==> src/rtl/obi_slave_arbiter.sv <==
// +--------------------------------------------------------------------------+
// | obi_slave_arbiter : N-master to 1-slave OBI arbiter with in-order         |
// |                     response routing. Macro OBI_ARB_FIXED_PRIO_EN         |
// |                     selects fixed priority instead of round-robin.        |
// | Revision 1.0                                                              |
// +--------------------------------------------------------------------------+
`default_nettype none

package obi_arb_pkg;
  typedef struct packed {
    logic        req;
    logic        we;
    logic [3:0]  be;
    logic [31:0] addr;
    logic [31:0] wdata;
  } obi_req_t;

  typedef struct packed {
    logic        gnt;
    logic        rvalid;
    logic [31:0] rdata;
  } obi_resp_t;
endpackage

module obi_slave_arbiter
  import obi_arb_pkg::*;
#(
  parameter int NMASTER         = 2,
  parameter int MAX_OUTSTANDING = 2
) (
  input  logic      clk_i,
  input  logic      rst_ni,
  input  obi_req_t  master_req_i  [NMASTER],
  output obi_resp_t master_resp_o [NMASTER],
  output obi_req_t  slave_req_o,
  input  obi_resp_t slave_resp_i
);

  localparam int IW = $clog2(NMASTER);
  localparam int PW = (MAX_OUTSTANDING > 1) ? $clog2(MAX_OUTSTANDING) : 1;
  localparam int CW = $clog2(MAX_OUTSTANDING + 1);
  localparam logic [CW-1:0] C_MAX_CNT  = CW'(MAX_OUTSTANDING);
  localparam logic [PW-1:0] C_LAST_PTR = PW'(MAX_OUTSTANDING - 1);

  logic [CW-1:0]      r_count;
  logic [PW-1:0]      r_wptr;
  logic [PW-1:0]      r_rptr;
  logic [IW-1:0]      r_fifo [2**PW];
  logic               r_lock;
  logic [IW-1:0]      r_lock_idx;

  logic [NMASTER-1:0] w_reqs;
  logic [IW-1:0]      w_sel;
  logic [IW-1:0]      w_winner;
  logic [IW-1:0]      w_head;
  logic               w_has_winner;
  logic               w_issue;
  logic               w_push;
  logic               w_pop;

  function automatic logic [PW-1:0] ptr_next(input logic [PW-1:0] p);
    return (p == C_LAST_PTR) ? '0 : p + PW'(1);
  endfunction

  for (genvar i = 0; i < NMASTER; i++) begin : g_req
    assign w_reqs[i] = master_req_i[i].req;
  end

`ifdef OBI_ARB_FIXED_PRIO_EN
  always_comb begin
    w_sel = '0;
    for (int i = NMASTER - 1; i >= 0; i--) begin
      if (w_reqs[i]) w_sel = IW'(i);
    end
  end
`else
  localparam logic [IW-1:0] C_LAST_IDX = IW'(NMASTER - 1);
  logic [IW-1:0] r_rr_ptr;
  logic [IW:0]   w_cand;

  // Walk from the farthest candidate back to the pointer so the nearest wins.
  always_comb begin
    w_sel  = '0;
    w_cand = '0;
    for (int k = NMASTER - 1; k >= 0; k--) begin
      w_cand = {1'b0, r_rr_ptr} + (IW+1)'(k);
      if (w_cand >= (IW+1)'(NMASTER)) w_cand = w_cand - (IW+1)'(NMASTER);
      if (w_reqs[w_cand[IW-1:0]]) w_sel = w_cand[IW-1:0];
    end
  end

  always_ff @(posedge clk_i or negedge rst_ni) begin
    if (!rst_ni) begin
      r_rr_ptr <= '0;
    end else if (w_push) begin
      r_rr_ptr <= (w_winner == C_LAST_IDX) ? '0 : w_winner + IW'(1);
    end
  end
`endif

  assign w_winner     = r_lock ? r_lock_idx : w_sel;
  assign w_has_winner = r_lock ? w_reqs[r_lock_idx] : |w_reqs;
  assign w_issue      = rst_ni && w_has_winner && (r_count < C_MAX_CNT);
  assign w_push       = w_issue && slave_resp_i.gnt;
  assign w_pop        = rst_ni && slave_resp_i.rvalid && (r_count != '0);
  assign w_head       = r_fifo[r_rptr];

  always_comb begin
    slave_req_o = '0;
    if (w_issue) begin
      slave_req_o     = master_req_i[w_winner];
      slave_req_o.req = 1'b1;
    end
  end

  always_comb begin
    for (int i = 0; i < NMASTER; i++) begin
      master_resp_o[i] = '0;
      if (w_issue && (w_winner == IW'(i))) master_resp_o[i].gnt = slave_resp_i.gnt;
      if (w_pop && (w_head == IW'(i))) begin
        master_resp_o[i].rvalid = 1'b1;
        master_resp_o[i].rdata  = slave_resp_i.rdata;
      end
    end
  end

  // A pop at full does not free a slot for this cycle: w_issue uses r_count.
  always_ff @(posedge clk_i or negedge rst_ni) begin
    if (!rst_ni) begin
      r_count    <= '0;
      r_wptr     <= '0;
      r_rptr     <= '0;
      r_lock     <= 1'b0;
      r_lock_idx <= '0;
      for (int i = 0; i < 2**PW; i++) r_fifo[i] <= '0;
    end else begin
      if (w_push) begin
        r_fifo[r_wptr] <= w_winner;
        r_wptr         <= ptr_next(r_wptr);
      end
      if (w_pop) r_rptr <= ptr_next(r_rptr);
      case ({w_push, w_pop})
        2'b10:   r_count <= r_count + CW'(1);
        2'b01:   r_count <= r_count - CW'(1);
        default: r_count <= r_count;
      endcase
      if (w_issue && !slave_resp_i.gnt) begin
        r_lock     <= 1'b1;
        r_lock_idx <= w_winner;
      end else if (w_push) begin
        r_lock     <= 1'b0;
      end
    end
  end

endmodule

`default_nettype wire

==> config.mk <==
export PLATFORM = sky130hd
export DESIGN_NAME = obi_slave_arbiter
export DESIGN_NICKNAME = d
export VERILOG_FILES = /design/src/rtl/obi_slave_arbiter.sv
export SDC_FILE = /design/constraint.sdc
export NUM_CORES = 1
export LEC_CHECK = 0
export BUFFER_PORTS_ARGS = -buffer_cell sky130_fd_sc_hd__buf_2
export CAP_MARGIN = 20
export CORE_AREA = 5 5 117 119
export DETAILED_ROUTE_END_ITERATION = 12
export DIE_AREA = 0 0 122 124
export GPL_ROUTABILITY_DRIVEN = 0
export GPL_TIMING_DRIVEN = 0
export SKIP_CTS_REPAIR_TIMING = 1
export SLEW_MARGIN = 20
export SYNTH_ARGS = -nofsm -noshare
export SYNTH_HDL_FRONTEND = slang
export SYNTH_SLANG_ARGS = --single-unit
==> constraint.sdc <==
create_clock -name clk_i -period 2.74 [get_ports clk_i]
set_clock_uncertainty 0.15 [all_clocks]
set_input_delay 0.548 -clock clk_i [delete_from_list [all_inputs] [get_ports clk_i]]
set_output_delay 0.548 -clock clk_i [all_outputs]
set_load 0.005 [all_outputs]
==> impl_metrics.csv <==
group,metric,value,unit
finish,diodes,0,
floorplan,dieArea,15100,sq um
sta,slew_headroom,64.3,%
critical_path,crit_fanout,10,
finish,nets,874,
critical_path,cp-start-kind,"input pin",
clock_tree,cts_made_buffers,3,
floorplan,core_region_area,12500,sq um
clock_tree,cts_tree,"done",
critical_path,max_stage_delay,260,ps
sta,tightest_slew,520,ps
critical_path,cp_common_cell,"buf_2",
logic_synthesis,ys_warn_count,0,
sta,timing.fmax,380,MHz
clock_tree,cts.sinks,9,
detailed_routing,vias_per_cell,4.07,
finish,fin_util,30.2,%
grt,grt_overflow_total,0,
grt,grt_max_degree,12,
grt,grt_pass1_vias,3258,
critical_path,path_class,"input pin to output pin",
worst_hold_path,min_path_type,"input pin to async pin",
finish,area_delta_synth_final,101,%
placement,dp_cells,864,
detailed_routing,drc,0,
grt,antenna_found_initial,0,
floorplan,initial_core_util,15.0,%
detailed_routing,dr.pass1.iters,4,
pwr,leakagePower,2.38,nW
job,drv_cap,0,
pwr,worst_ir_drop_vdd,0.000260,V
floorplan,die_y,124,um
logic_synthesis,synth_edf_count,0,
sta,worst_slack,110,ps
critical_path,worstPathCellList,"buf_2 > nor2b_2 > o21a_1 > buf_2 > clkbuf_4 > nand2_1 > a21oi_1 > buf_2",
detailed_routing,vias,3536,
critical_path,arrival,1930,ps
finish,final_cells,868,
logic_synthesis,yosys_register_bits,9,
sta,maxSlewViolCount,0,
grt,track_usage,13.4,%
placement,place_ws,-198,ps
grt,grt_pass1_wl,16400,um
critical_path,end_kind,"output pin",
critical_path,cpMaxStageDelayCell,"clkbuf_4",
placement,hpwl,9960,um
finish,drive_gt1_share,50.1,%
clock_tree,cts_root_buffer,"clkbuf_16",
critical_path,path_buf_inv,4,
sta,finalSetupViolCount,0,
pwr,p_per_area,676,nW/um^2
detailed_routing,wl_per_cell,13.5,um
logic_synthesis,synth-main-ff-cell,"dfrtp_1",
clock_tree,insertion_delay,240,ps
logic_synthesis,syn_avg_cell_area,4.94,sq um
logic_synthesis,yosysSeqAreaShare,12.0,%
clock_tree,path_clk_slew,40,ps
clock_tree,clockBufferDepth,2,
floorplan,row_count,41,
placement,port_buffers,313,
sta,period_needed,2630,ps
detailed_routing,ant_nets,0,
detailed_routing,drt-initial-drc-count,143,
status,status,"finished, final reports clean",
floorplan,io_pins,314,
logic_synthesis,async_flop_share,100,%
sta,post-route-period-util,96.0,%
detailed_routing,route.final.wire_length,11800,um
logic_synthesis,netlist_instances,379,
critical_path,critPathTopFamily,"buffers and inverters",
sta,finalSetupTns,0,ps
floorplan,fp.dieW,122,um
logic_synthesis,synth_fp_nets,556,
critical_path,worstPathRequired,2040,ps
logic_synthesis,syn_area,1870,sq um
clock_tree,h-tree-depth,1,
sta,hold_viol_final,0,
logic_synthesis,yosysUniqueCellTypes,29,
cell usage after synthesis, types with 3 or more instances:
| cell type | count | area, sq um |
|---|---|---|
| dfrtp_1 | 9 | 225 |
| nand2_1 | 171 | 642 |
| xnor2_1 | 3 | 26.3 |
| clkbuf_1 | 20 | 75.1 |
| buf_2 | 9 | 45.0 |
| nor2_1 | 68 | 255 |
| a21oi_1 | 69 | 345 |
stage by stage:
stage          power (W)  area [sq um]  hold slack, ps
2_1_floorplan    0.00147          1870             102
3_3_place_gp     0.00228          3650             276
3_5_place_dp     0.00229          3650             274
4_1_cts          0.00256          3730            25.2
5_1_grt          0.00284          3770            38.6
6_report         0.00255          3770            18.4
worst reg2reg max path, stage by stage, from the launching register on:
cell      delay, ps
dfrtp_1         410
nand2b_1        160
a211o_1         280
buf_6           160
inv_6            80
nand2_4          80
ha_1            330
nor2_1          140
xor2_1          140
report_power, final:
part	internal (W)	switching (W)	total (W)
Combinational	0.000758	0.00126	0.00202
Sequential	0.000200	0.0000651	0.000266
Clock	0.000195	0.0000666	0.000261
Total	0.00115	0.00139	0.00255
cells by family after synthesis:
group | after synthesis | synth area share (%)
and+or+nand+nor | 246 | 50.8
AOI/OAI and AO/OA | 78 | 22.2
buffers and inverters | 35 | 8.88
DFF | 9 | 12.0
xor gates and xnor gates | 5 | 2.34
muxes | 5 | 3.07
adders and majority gates | 1 | 0.668
layout make-up:
cell class	instances	area, sq um
Fill cell	1454	8700
Timing Repair Buffer	313	1570
Multi-Input combinational cell	335	1500
Sequential cell	9	225
Tap cell	172	215
Buffer	34	178
Clock buffer	4	78.8
Inverter	1	8.76
layout by cell type (no fill, tap or decap), types with 2 or more instances in the layout:
master     netlist  final
mux2i_1          2      2
and2_1           2      2
dfrtp_1          9      9
mux2_2           2      2
nor2_1          68     68
nand2b_1         2      2
nand2_1        171    171
o21a_1           2      2
buf_2            9    320
xnor2_1          3      3
a21oi_1         69     68
xor2_1           2      2
clkbuf_1        20     11
clkbuf_16        0      3
clkbuf_4         0      2
clkbuf_2         0     12
buf_6            2      2
routing by layer:
metal  vias to the layer above  routed length, um  global-route usage (%)
met5                         -                  0                       0
met4                         0                 95                    2.38
met3                         7               1120                    2.59
met2                       175               5960                    25.1
met1                      1520               4590                    16.1
li1                       1834                  -                       -
path summary, 6_finish.rpt:
path,slack (ps),startpoint,end,cells after the start
max,110,master_req_i[139],slave_req_o[12],8
min,20,rst_ni,r_count[0]$_DFFE_PN0P_,1
max reg2reg,740,r_count[1]$_DFFE_PN0P_,r_count[1]$_DFFE_PN0P_,8
min reg2reg,360,r_count[1]$_DFFE_PN0P_,r_count[1]$_DFFE_PN0P_,1
max in group asynchronous,2230,rst_ni,r_fifo[1]$_DFFE_PN0P_,1
min in group clk_i,360,r_count[1]$_DFFE_PN0P_,r_count[1]$_DFFE_PN0P_,1
registers in the layout, summed over array words and instances, names as in the netlist:
name / count
r_lock_idx: 1
r_fifo: 2
r_rr_ptr: 1
r_wptr: 1
r_rptr: 1
r_lock: 1
r_count: 2
No activity file was read; power rests on OpenSTA's default activity.
